==> src/rtl/fir_pkg.sv <==
// fir_pkg: shared constants, sample type and the scale/round/saturate helper
// used by the FIR output path.
package fir_pkg;

   localparam int unsigned FIR_DIN_W  = 54;
   localparam int unsigned FIR_DOUT_W = 18;

   // Working width of sat_shift; any DIN_W+1 up to this width is exact.
   localparam int unsigned FN_W = 128;

   typedef logic signed [FIR_DOUT_W-1:0] sample_t;

   // Adds rnd, arithmetic-shifts right by shift, saturates to a signed
   // dout_w-bit range. Returns {sat, sample} right-aligned: the sample sits
   // in bits [dout_w-1:0], the clip flag in bit dout_w, higher bits are zero.
   function automatic logic [FN_W:0] sat_shift(
      input logic signed [FN_W-1:0] d,
      input logic signed [FN_W-1:0] rnd,
      input int unsigned            shift,
      input int unsigned            dout_w
   );
      logic signed [FN_W-1:0] t;
      logic signed [FN_W-1:0] hi;
      logic signed [FN_W-1:0] lo;
      logic signed [FN_W-1:0] val;
      logic        [FN_W-1:0] mask;
      logic                   sat;
      logic        [FN_W:0]   r;
      t    = (d + rnd) >>> shift;
      hi   = $signed((FN_W'(1) << (dout_w - 1)) - FN_W'(1));
      lo   = ~hi;
      mask = (FN_W'(1) << dout_w) - FN_W'(1);
      sat  = 1'b0;
      val  = t;
      if (t > hi) begin
         sat = 1'b1;
         val = hi;
      end else if (t < lo) begin
         sat = 1'b1;
         val = lo;
      end
      r         = {1'b0, FN_W'(val) & mask};
      r[dout_w] = sat;
      return r;
   endfunction

endpackage

==> src/rtl/sync_fifo.sv <==
// sync_fifo: first-word-fall-through FIFO with registered head and flags.
// Ports:
//   clk, rst_n      clock, async active-low reset
//   push, wdata     write request and data (dropped when full without pop)
//   pop             read request; honoured only while not empty
//   rdata           head entry (0 while empty)
//   full, empty     registered occupancy flags
//   level           registered occupancy, 0..DEPTH
module sync_fifo #(
   parameter int unsigned W     = 19,
   parameter int unsigned DEPTH = 16
) (
   input  logic                     clk,
   input  logic                     rst_n,
   input  logic                     push,
   input  logic [W-1:0]             wdata,
   input  logic                     pop,
   output logic [W-1:0]             rdata,
   output logic                     full,
   output logic                     empty,
   output logic [$clog2(DEPTH):0]   level
);

   localparam int unsigned AW = $clog2(DEPTH);

   logic [W-1:0]  mem [DEPTH];
   logic [AW-1:0] wr_ptr, rd_ptr, wr_ptr_n, rd_ptr_n;
   logic [AW:0]   level_n;
   logic [W-1:0]  head_n;
   logic          do_push, do_pop;

   // Next-state: a pop frees a slot, so push+pop while full both proceed.
   always_comb begin
      do_pop   = pop && !empty;
      do_push  = push && (!full || do_pop);
      wr_ptr_n = wr_ptr;
      rd_ptr_n = rd_ptr;
      if (do_push) wr_ptr_n = wr_ptr + AW'(1);
      if (do_pop)  rd_ptr_n = rd_ptr + AW'(1);
      level_n  = level + (AW+1)'(do_push) - (AW+1)'(do_pop);
      // Head bypass: the entry being written may become the new head.
      if (level_n == '0)
         head_n = '0;
      else if (do_push && (wr_ptr == rd_ptr_n))
         head_n = wdata;
      else
         head_n = mem[rd_ptr_n];
   end

   // Storage array, not reset; only entries below level are ever presented.
   always_ff @(posedge clk) begin
      if (do_push) mem[wr_ptr] <= wdata;
   end

   // Pointers, level, flags and head register.
   always_ff @(posedge clk or negedge rst_n) begin
      if (!rst_n) begin
         wr_ptr <= '0;
         rd_ptr <= '0;
         level  <= '0;
         full   <= 1'b0;
         empty  <= 1'b1;
         rdata  <= '0;
      end else begin
         wr_ptr <= wr_ptr_n;
         rd_ptr <= rd_ptr_n;
         level  <= level_n;
         full   <= (level_n == (AW+1)'(DEPTH));
         empty  <= (level_n == '0);
         rdata  <= head_n;
      end
   end

endmodule

==> src/rtl/fir_out_reader.sv <==
// fir_out_reader: captures FIR accumulator results, scales/rounds/saturates
// them to DOUT_W-bit samples and streams them out through a FWFT FIFO.
// Build option: define FIR_RD_ROUND_EN for round-half-up; otherwise the
// shift truncates toward -inf and no rounding adder is built.
// Ports:
//   clk, rst_n           clock, async active-low reset
//   ena, din_valid, din  capture enable, result strobe, signed result
//   m_valid, m_ready     output stream handshake
//   m_data, m_sat        scaled sample and its clip flag
//   level                FIFO occupancy
//   overflow, clr_ovf    sticky drop flag and its synchronous clear
module fir_out_reader
   import fir_pkg::*;
#(
   parameter int unsigned DIN_W  = FIR_DIN_W,
   parameter int unsigned DOUT_W = FIR_DOUT_W,
   parameter int unsigned SHIFT  = 17,
   parameter int unsigned DEPTH  = 16
) (
   input  logic                     clk,
   input  logic                     rst_n,
   input  logic                     ena,
   input  logic                     din_valid,
   input  logic [DIN_W-1:0]         din,
   output logic                     m_valid,
   input  logic                     m_ready,
   output logic [DOUT_W-1:0]        m_data,
   output logic                     m_sat,
   output logic [$clog2(DEPTH):0]   level,
   output logic                     overflow,
   input  logic                     clr_ovf
);

`ifdef FIR_RD_ROUND_EN
   localparam logic signed [FN_W-1:0] RND = $signed(FN_W'(1) << (SHIFT - 1));
`else
   localparam logic signed [FN_W-1:0] RND = '0;
`endif

   logic                    s1_v;
   logic signed [DIN_W-1:0] s1_d;
   logic                    s2_v;
   logic [DOUT_W:0]         s2_d;
   logic [DOUT_W:0]         s2_next_c;
   logic [DOUT_W:0]         fifo_rdata;
   logic                    fifo_full, fifo_empty;
   logic                    ovf_set_c;

   // Scale stage combinational result, {sat, sample}.
   always_comb begin
      s2_next_c = (DOUT_W+1)'(sat_shift(FN_W'(s1_d), RND, SHIFT, DOUT_W));
   end

   // S1 capture and S2 scale registers.
   always_ff @(posedge clk or negedge rst_n) begin
      if (!rst_n) begin
         s1_v <= 1'b0;
         s1_d <= '0;
         s2_v <= 1'b0;
         s2_d <= '0;
      end else begin
         s1_v <= ena && din_valid;
         if (ena && din_valid) s1_d <= din;
         s2_v <= s1_v;
         if (s1_v) s2_d <= s2_next_c;
      end
   end

   sync_fifo #(
      .W     (DOUT_W + 1),
      .DEPTH (DEPTH)
   ) u_fifo (
      .clk   (clk),
      .rst_n (rst_n),
      .push  (s2_v),
      .wdata (s2_d),
      .pop   (m_ready),
      .rdata (fifo_rdata),
      .full  (fifo_full),
      .empty (fifo_empty),
      .level (level)
   );

   // A full FIFO is never empty, so m_ready alone decides whether a slot frees.
   always_comb begin
      ovf_set_c = s2_v && fifo_full && !m_ready;
   end

   // Sticky overflow; a new drop wins over a simultaneous clear.
   always_ff @(posedge clk or negedge rst_n) begin
      if (!rst_n)
         overflow <= 1'b0;
      else if (ovf_set_c)
         overflow <= 1'b1;
      else if (clr_ovf)
         overflow <= 1'b0;
   end

   assign m_valid = !fifo_empty;
   assign m_sat   = fifo_rdata[DOUT_W];
   assign m_data  = fifo_rdata[DOUT_W-1:0];

endmodule

==> config.mk <==
export PLATFORM = sky130hd
export DESIGN_NAME = fir_out_reader
export DESIGN_NICKNAME = d
export VERILOG_FILES = /design/src/rtl/fir_pkg.sv /design/src/rtl/sync_fifo.sv /design/src/rtl/fir_out_reader.sv
export SDC_FILE = /design/constraint.sdc
export NUM_CORES = 1
export LEC_CHECK = 0
export CORE_UTILIZATION = 25
export CTS_CLUSTER_DIAMETER = 200
export DETAILED_ROUTE_END_ITERATION = 12
export HOLD_SLACK_MARGIN = 0.08
export PLACE_DENSITY = 0.5
export SETUP_SLACK_MARGIN = 0.4
export SLEW_MARGIN = 20
export SYNTH_ARGS = -nofsm -noshare
export SYNTH_HDL_FRONTEND = slang
export SYNTH_SLANG_ARGS = --single-unit
==> constraint.sdc <==
create_clock -name clk -period 5.7 [get_ports clk]
set_clock_uncertainty 0.1 [all_clocks]
set_input_delay 0.855 -clock clk [delete_from_list [all_inputs] [get_ports clk]]
set_output_delay 0.855 -clock clk [all_outputs]
set_load 0.005 [all_outputs]
Yosys cells after proc, flatten, opt, wreduce, memory -nomap -nowiden
Memory sizes are Yosys's and may differ from the RTL's.
Index checks and enable logic that the tools add are counted.
- reductions and logical operators: 12
- equality and inequality tests: 2
- magnitude comparators: 2
- add/subtract/negate cells: 4
- mux-type cells: 11
- operators with widths (cell ; number):
    $mux W19 ; 2
    $gt A37 B18 Y1 const B ; 1
    $lt A37 B18 Y1 const B ; 1
    $mux W18 ; 2
    $add A4 B1 Y4 const B ; 2
    $logic_and A1 B1 Y1 ; 6
    $mux W1 ; 6
    $add A5 B1 Y5 ; 1
    $eq A5 B5 Y1 const B ; 1
    $logic_not A5 Y1 ; 1
    $sub A5 B1 Y5 ; 1
    $eq A4 B4 Y1 ; 1
    $mux W4 ; 1
    $logic_not A1 Y1 ; 3
    $reduce_bool A2 Y1 ; 1
    $logic_or A1 B1 Y1 ; 1
- output and inout bits: 26
- memories kept: 1
- bits in writable memories: 304
- input bits: 60
- flip-flop bits (word level): 110
- memories (name ; words ; bits a word ; read ports ; clocked after Yosys merged registers in ; wr ports ; RTL line ; text):
    u_fifo.mem ; 16 ; 19 ; 1 ; 0 ; 1 ; sync_fifo.sv:26 ; logic [W-1:0] mem [DEPTH];

Logic depth before layout (Yosys ltp)
Gate-level depths: netlist (run 1).
- depth in word-level cells: 8
- mapped depth: 15

Cells and area by module
From an unflattened synthesis (run 1), not the netlist that was laid out.
- cell total of the unflattened synthesis: 1257
- area, all modules: 17355.4 um^2
- modules (own cells, without submodules) (module ; sequential area each (um^2) ; instances ; cells each ; area an instance (um^2)):
    sync_fifo ; 9980.8 ; 1 ; 1019 ; 14801.7
    fir_out_reader ; 1476.4 ; 1 ; 238 ; 2553.7

Least setup slack after synthesis (run 1)
Ideal clock, no wire load.
- path type: in2reg
- start point: input port m_ready
- end point: register u_fifo.rdata[10]
- cell stages on the path: 15
- slack: 1.954 ns
- buffers on the path: 4
- data arrival time: 3.564 ns
- library setup time: 0.082 ns
- required time: 5.518 ns
- cells stage by stage: and2b_4 -> buf_4 -> buf_2 -> nand2b_1 -> nand2_1 -> ha_1 -> fa_1 -> a21o_1 -> a21oi_1 -> xnor2_1 -> or3_1 -> clkbuf_1 -> clkbuf_1 -> o31ai_1 -> a31oi_1
- cells in the longest elaborated chain, start to end: 7
- elaborated cells between the ends (all ways): 12
- classes of those cells: add/sub (2); eq/ne (1); mux (3); reduce/logical (5); memory (1)
- RTL lines (what ; RTL line ; text):
    from (decl) ; fir_out_reader.sv:26 ; input logic m_ready,
    $logic_and A1 B1 Y1 * ; sync_fifo.sv:34 ; do_pop = pop && !empty;
    $logic_or A1 B1 Y1 ; sync_fifo.sv:35 ; do_push = push && (!full || do_pop);
    $logic_and A1 B1 Y1 ; sync_fifo.sv:35 ;
    $add A5 B1 Y5 ; sync_fifo.sv:40 ; level_n = level + (AW+1)'(do_push) - (AW+1)'(do_pop);
    $sub A5 B1 Y5 * ; sync_fifo.sv:40 ;
    named net u_fifo.level_n[4] ; sync_fifo.sv:28 ; logic [AW:0] level_n;
    $logic_not A5 Y1 * ; sync_fifo.sv:42 ; if (level_n == '0)
    $mux W19 * ; sync_fifo.sv:42 ;
    named net u_fifo.head_n[10] ; sync_fifo.sv:29 ; logic [W-1:0] head_n;
    to (signal assigned) ; sync_fifo.sv:70 ; rdata <= head_n;
    to (decl) ; sync_fifo.sv:18 ; output logic [W-1:0] rdata,
Mark *: on every way through the listed nets, which the timed path passes. The rest lies on a longest branch.
A chain may end at the register's enable or synchronous reset.

Worst setup path in the final report (run 1)
- start point: input port m_ready
- end point: register u_fifo.rdata[1]
Same word-level chain as after synthesis.

==> impl_metrics.tcl, run 1 <==
set metrics [dict create \
    htree_num_levels 2 \
    start_kind "primary input" \
    yosys-mux-area-fraction 0.156 \
    period_minus_slack_ns 4.10 \
    num_io_pins 86 \
    syn_inst 1118 \
    cp_common_cell "buf_4" \
    ys_seq_area_frac 0.662 \
    clockBufferDepth 3 \
    crit_type "primary input to flip-flop" \
    pwr-share-comb 0.370 \
    end_kind "flip-flop" \
    max_slew_margin 0.201 \
    synth_flop_cell "edfxtp_1" \
    regArea_um2 11500 \
    path_clk_slew_ns 0.06 \
    finalHoldViolations 0 \
    synth-compound-area-share 0.0845 \
    antenna_found_initial 0 \
    drcViolationCount 0 \
    vias_per_cell 4.73 \
    floorplan.die_area_um2 70200 \
    cts_hold_buffers 0 \
    grt_start_max_net_pins 118 \
    path_cells "clkdlybuf4s50_1 -> nand2b_1 -> buf_4 -> a21boi_0 -> buf_4 -> ha_1 -> fa_1 -> a21o_1 -> a21oi_1 -> xnor2_1 -> or3_1 -> o31ai_1 -> a31oi_1" \
    grt_usage 0.124 \
    max-cap-violations 0 \
    ctsResizeCount 0 \
    p_int_uw 6810 \
    crit_family "buffers and inverters" \
    cp_slowest_stage_delay_ns 0.78 \
    synth_nets 1188 \
    synth-async-reset-ratio 0.234 \
    die_h_um 265 \
    clk_latency_ns 0.55 \
    dr.first_iter.drc_count 594 \
    min_period_over_period 0.718 \
    fin_util 0.298 \
    arrival_ns 4.44 \
    fillers 6809 \
    cp.buffers_inverters 3 \
    dp.cells 2036 \
    drt_first_pass_iters 4 \
    dp_hpwl_um 27300 \
    die_w_um 265 \
    routed_wl_um 43200 \
    instances_no_fill 2113 \
    status "finished clean" \
    power_switching_share 0.349 \
    cp_slowest_cell "or3_1" \
    p_seq_frac 0.378 \
    rr_worst_depth 7 \
    power.leakage_uw 0.00699 \
    row_count 96 \
    start_util 0.253 \
    gp_congestion 0.787 \
    synth_top_family_by_area "multiplexers" \
    final_max_slew_viol_count 0 \
    p_switching_uw 3650 \
    ant_nets 0 \
    core-area_um2 68500 \
    wl_per_cell_um 20.5 \
    synth_area_um2 17300 \
    insertedDiodeCount 0 \
    layout-drive-gt1-share 0.166 \
    ir_drop_mv 0.278 \
    nets 1268 \
    fmax_ghz 0.244 \
    io_buffers 68 \
    hp-class "primary input to asynchronous set/reset pin" \
    setup_viol 0 \
    cp.depth 13 \
    tns_ns 0 \
    cts_buffers 42 \
    grt_pass1_vias 10500 \
    rsz0062_at_grt "false" \
    worst_pin_slew_ns 1.17 \
    synthAdderAreaFrac 0.00767 \
    yosys_warnings 0 \
    grt_pass1_wl_um 66100 \
    synth_cell_types 62 \
    area_growth_pct 17.8 \
    vias 10000 \
    avgSynthCellArea_um2 15.5 \
    required_ns 6.04 \
    postCtsSetupRepairBufs 0 \
    hold_ws_ns 0.209 \
    synth_edf_count 304 \
    power.density_nw_per_um2 513 \
    clock-root-buffer "clkbuf_16" \
    grt_overflow_total 0 \
    cts_tree "done" \
    synth-seq-cells 397 \
    p_clk_frac 0.251 \
    synthXorXnorAreaFrac 0.00716 \
    clkSinkCount 397 \
    multiInputGateArea_um2 5420 \
    synthSimpleGateAreaFrac 0.0572 \
    cp_max_fo 19 \
]
[logic make-up after synthesis]
group,count (synthesis)
DFF,397
AOI/OAI and AO/OA,212
muxes,209
and+or+nand+nor,187
buffers and inverters,91
xor gates and xnor gates,12
adders and majority gates,10
[worst paths after layout]
| path | startpoint | endpoint | slack, ns |
|---|---|---|---|
| max in group asynchronous | rst_n | u_fifo.rd_ptr[0]$_DFF_PN0_ | 4.05 |
| max reg2reg | u_fifo.rd_ptr[0]$_DFF_PN0_ | u_fifo.rdata[6]$_DFF_PN0_ | 1.89 |
| min in group clk | s1_d[20]$_DFFE_PN0P_ | s1_d[20]$_DFFE_PN0P_ | 0.40 |
| max | m_ready | u_fifo.rdata[1]$_DFF_PN0_ | 1.60 |
| min | rst_n | s1_d[30]$_DFFE_PN0P_ | 0.21 |
| min reg2reg | s1_d[20]$_DFFE_PN0P_ | s1_d[20]$_DFFE_PN0P_ | 0.40 |
[layer usage]
metal,GRT usage,routed length [um],vias up
li1,-,-,4578
met5,0,0,-
met4,0.0417,1280,0
met2,0.212,21100,226
met1,0.162,19300,5134
met3,0.0151,1630,66
[worst register-to-register path, stage by stage (launching register included)]
cell	delay, ns
dfrtp_4	0.55
ha_2	0.88
nor2_1	0.38
buf_4	0.32
a22o_1	0.22
a2111oi_0	0.97
nor4_1	0.09
a31oi_1	0.22
[flip-flops by register name, indices dropped and copies added, names as in the netlist]
register       flops
u_fifo.mem       304
s1_d              37
s2_d              19
u_fifo.rdata      19
u_fifo.level       5
u_fifo.rd_ptr      4
u_fifo.wr_ptr      4
overflow           1
s1_v               1
s2_v               1
u_fifo.empty       1
u_fifo.full        1
[power groups by stage]
stage                     Clock, uW  Sequential [uW]  Combinational, uW
after detailed placement          0             4020               3910
after global placement            0             4010               3870
final                          2630             3960               3870
after global routing           2810             4000               4230
after CTS                      2700             3960               3920
after floorplan                   0             3800               2740
[synth_stat cells, drive strengths merged (4+ instances only)]
master	n	area [um^2]
a211oi	20	163
and2	12	75.1
and4	4	35.0
o21ai	26	130
a22o	33	289
a31oi	19	119
inv	17	63.8
nor2	43	166
edfxtp	304	9130
mux2i	126	1260
nand2	35	131
dfrtp	92	2300
mux4	44	991
nor4	24	156
nand4	7	43.8
clkbuf	30	113
o31ai	17	128
ha	9	113
nor2b	18	113
or3	4	25.0
o22ai	4	25.0
mux2	39	439
a21oi	60	300
nand3	23	115
xnor2	10	106
buf	44	263
a2111oi	17	149
[area by class of cell]
type / instances / share of cell area
Multi-Input combinational cell: 630 / 0.266
Tap cell: 882 / 0.0542
Clock inverter: 21 / 0.00761
Sequential cell: 397 / 0.563
Timing Repair Buffer: 110 / 0.0494
Inverter: 17 / 0.00313
Clock buffer: 56 / 0.0572
[per-stage QoR]
stage / setup slack [ns] / area, um^2 / power [uW]
after floorplan: 1.95 / 17300 / 6550
after global placement: 1.02 / 19000 / 7880
after detailed placement: 1.08 / 19000 / 7930
after CTS: 1.63 / 20400 / 10600
after global routing: 1.35 / 20400 / 11000
final: 1.60 / 20400 / 10500
[placed cells by master (no fill, tap or decap), drive strengths merged, types with 23 or more instances in the layout]
cell	Yosys	layout
a21oi	60	60
mux2i	126	126
clkdlybuf4s50	0	67
nor2	43	43
mux2	39	39
mux4	44	44
buf	44	43
dfrtp	92	92
a22o	33	33
o21ai	26	26
clkbuf	30	56
nand3	23	23
nor4	24	24
edfxtp	304	304
nand2	35	35
Note: power is estimated with default switching activity, not from simulation.
==> run 2: changes to the inputs <==
==> constraint.sdc (replaced) <==
create_clock -name clk -period 3.89 [get_ports clk]
set_clock_uncertainty 0.1 [all_clocks]
set_input_delay 0.5835 -clock clk [delete_from_list [all_inputs] [get_ports clk]]
set_output_delay 0.5835 -clock clk [all_outputs]
set_load 0.005 [all_outputs]
==> run 2 against run 1 <==
Utilization up 0.55 points. Combinational power rose by 55%. Power rose by 50%. Cell count up 1.3%. The run now ends with DRC left. Clock-buffer cell count shrank 4. Routed wire length up 1.0%.
==> impl_metrics.tcl, run 2 (synthesis results as in run 1) <==
set metrics [dict create \
    floorplan.die_area_um2 70200 \
    routed_wl_um 43700 \
    area_growth_pct 20.0 \
    start_util 0.253 \
    required_ns 4.18 \
    die_h_um 265 \
    core-area_um2 68500 \
    grt_usage 0.125 \
    grt_start_max_net_pins 121 \
    period_minus_slack_ns 3.14 \
    fin_ws_ns 0.747 \
    fmax_ghz 0.318 \
    hp-class "flip-flop to flip-flop" \
    dr.first_iter.drc_count 701 \
    mostFrequentLayoutCells "304 x edfxtp_1, 126 x mux2i_1, 90 x dfrtp_1, 67 x clkdlybuf4s50_1, 63 x buf_4" \
    io_buffers 68 \
    grt_pass1_vias 10400 \
    ant_nets 0 \
    regArea_um2 11500 \
    cp_common_cell "or3_1" \
    fillers 6782 \
    insertedDiodeCount 0 \
    setup_viol 0 \
    tns_ns 0 \
    status "finished, violations left" \
    cp_slowest_stage_delay_ns 0.60 \
    num_io_pins 86 \
    finalHoldViolations 0 \
    layout-drive-gt1-share 0.187 \
    power.density_nw_per_um2 758 \
    final_common_cell "edfxtp_1" \
    nets 1297 \
    multiInputGateArea_um2 5410 \
    clock-root-buffer "clkbuf_16" \
    path_clk_slew_ns 0.06 \
    r2r_slack_ns 0.75 \
    reg.largest.list "u_fifo.mem: 304 flops, s1_d: 37 flops" \
    drt_first_pass_iters 9 \
    antenna_found_initial 0 \
    clk_latency_ns 0.55 \
    start_kind "flip-flop" \
    dp_hpwl_um 28400 \
    worst_pin_slew_ns 0.978 \
    drcViolationCount 1 \
    rsz0062_at_grt "false" \
    cts_buffers 40 \
    hold_ws_ns 0.407 \
    vias_per_cell 4.71 \
    min_period_over_period 0.808 \
    die_w_um 265 \
    final_max_slew_viol_count 0 \
    vias 10100 \
    post-place-ws_ns 0.276 \
    clockBufferDepth 3 \
    end_kind "flip-flop" \
    grt_pass1_wl_um 66700 \
    arrival_ns 3.43 \
    path_cells "and2b_4 -> nand2b_1 -> nand2_1 -> ha_1 -> fa_1 -> xor2_1 -> or3_1 -> or3_1 -> buf_12 -> o31ai_1 -> a31oi_1" \
    power.leakage_uw 0.00720 \
    row_count 96 \
    wl_per_cell_um 20.4 \
    max_slew_margin 0.346 \
    regMostFlops "u_fifo.mem" \
    clkSinkCount 397 \
    cp_max_fo 19 \
    cp_slowest_cell "dfstp_2" \
    cp.buffers_inverters 1 \
    grt_overflow_total 0 \
    crit_type "flip-flop to flip-flop" \
    cts_tree "done" \
    postCtsSetupRepairBufs 0 \
    violations "DRC" \
    gp_congestion 0.802 \
    max-cap-violations 0 \
    largest_register_ffs 304 \
    crit_family "simple AND/OR/NAND/NOR gates" \
    ir_drop_mv 0.419 \
    htree_num_levels 2 \
]
-- run 2: cell count changes in the layout (fill, tap and decap cells not counted), sizes merged --
cell | previous run | this run
buf | 43 | 73
clkbuf | 56 | 52
inv | 18 | 17
clkinv | 15 | 13
dlygate4sd3 | 0 | 1
bufinv | 2 | 5
-- run 2: layout make-up --
class,count,area share
flip-flops and latches,397,0.552
multi-input cells,630,0.261
repair buffers,141,0.0652
clock buffers,52,0.0539
well taps,882,0.0532
clock inverters,21,0.0116
inverters,17,0.00307
-- run 2: worst register-to-register path: cells and delay by family (launching register included) --
kind	cells	cell delay [ns]
simple gates	5	1.15
fa+ha+maj	2	0.62
flops	1	0.60
xor+xnor	1	0.19
buf+inv	1	0.18
compound gates	2	0.16
-- run 2: metrics by stage --
stage,area [um^2],utilization,power (uW),std cells
global placement,19400,0.283,11900,2066
finish,20800,0.303,15700,2140
global route,20800,0.303,16600,2140
CTS,20800,0.303,15900,2140
floorplan,17300,-,9590,1118
detailed placement,19400,0.283,11900,2066
-- run 2: routing by layer --
layer / vias to the layer above / wire length (um) / GRT usage
met5: - / 0 / 0
met4: 0 / 841 / 0.0316
met3: 60 / 1960 / 0.0168
met2: 207 / 21800 / 0.216
met1: 5170 / 19100 / 0.165
li1: 4634 / - / -
-- run 2: where the power goes --
part           internal (uW)  total, uW  switching (uW)
registers               5230       5790             556
logic                   2770       5990            3220
clock network           2360       3960            1600
-- run 2: final timing paths --
path	from	end	depth (start not counted)
max	u_fifo.empty$_DFF_PN1_	u_fifo.rdata[7]$_DFF_PN0_	11
min	s1_d[18]$_DFFE_PN0P_	s1_d[18]$_DFFE_PN0P_	1
max reg2reg	u_fifo.empty$_DFF_PN1_	u_fifo.rdata[7]$_DFF_PN0_	11
min reg2reg	s1_d[18]$_DFFE_PN0P_	s1_d[18]$_DFFE_PN0P_	1
max in group asynchronous	rst_n	u_fifo.empty$_DFF_PN1_	3
min in group asynchronous	rst_n	s1_d[31]$_DFFE_PN0P_	2
-- run 2: what timing repair did --
| item | CTS | global route |
|---|---|---|
| hold buffers | 1 | 0 |
| resized for setup | 0 | 0 |
| hold endpoints to repair | 51 | 0 |
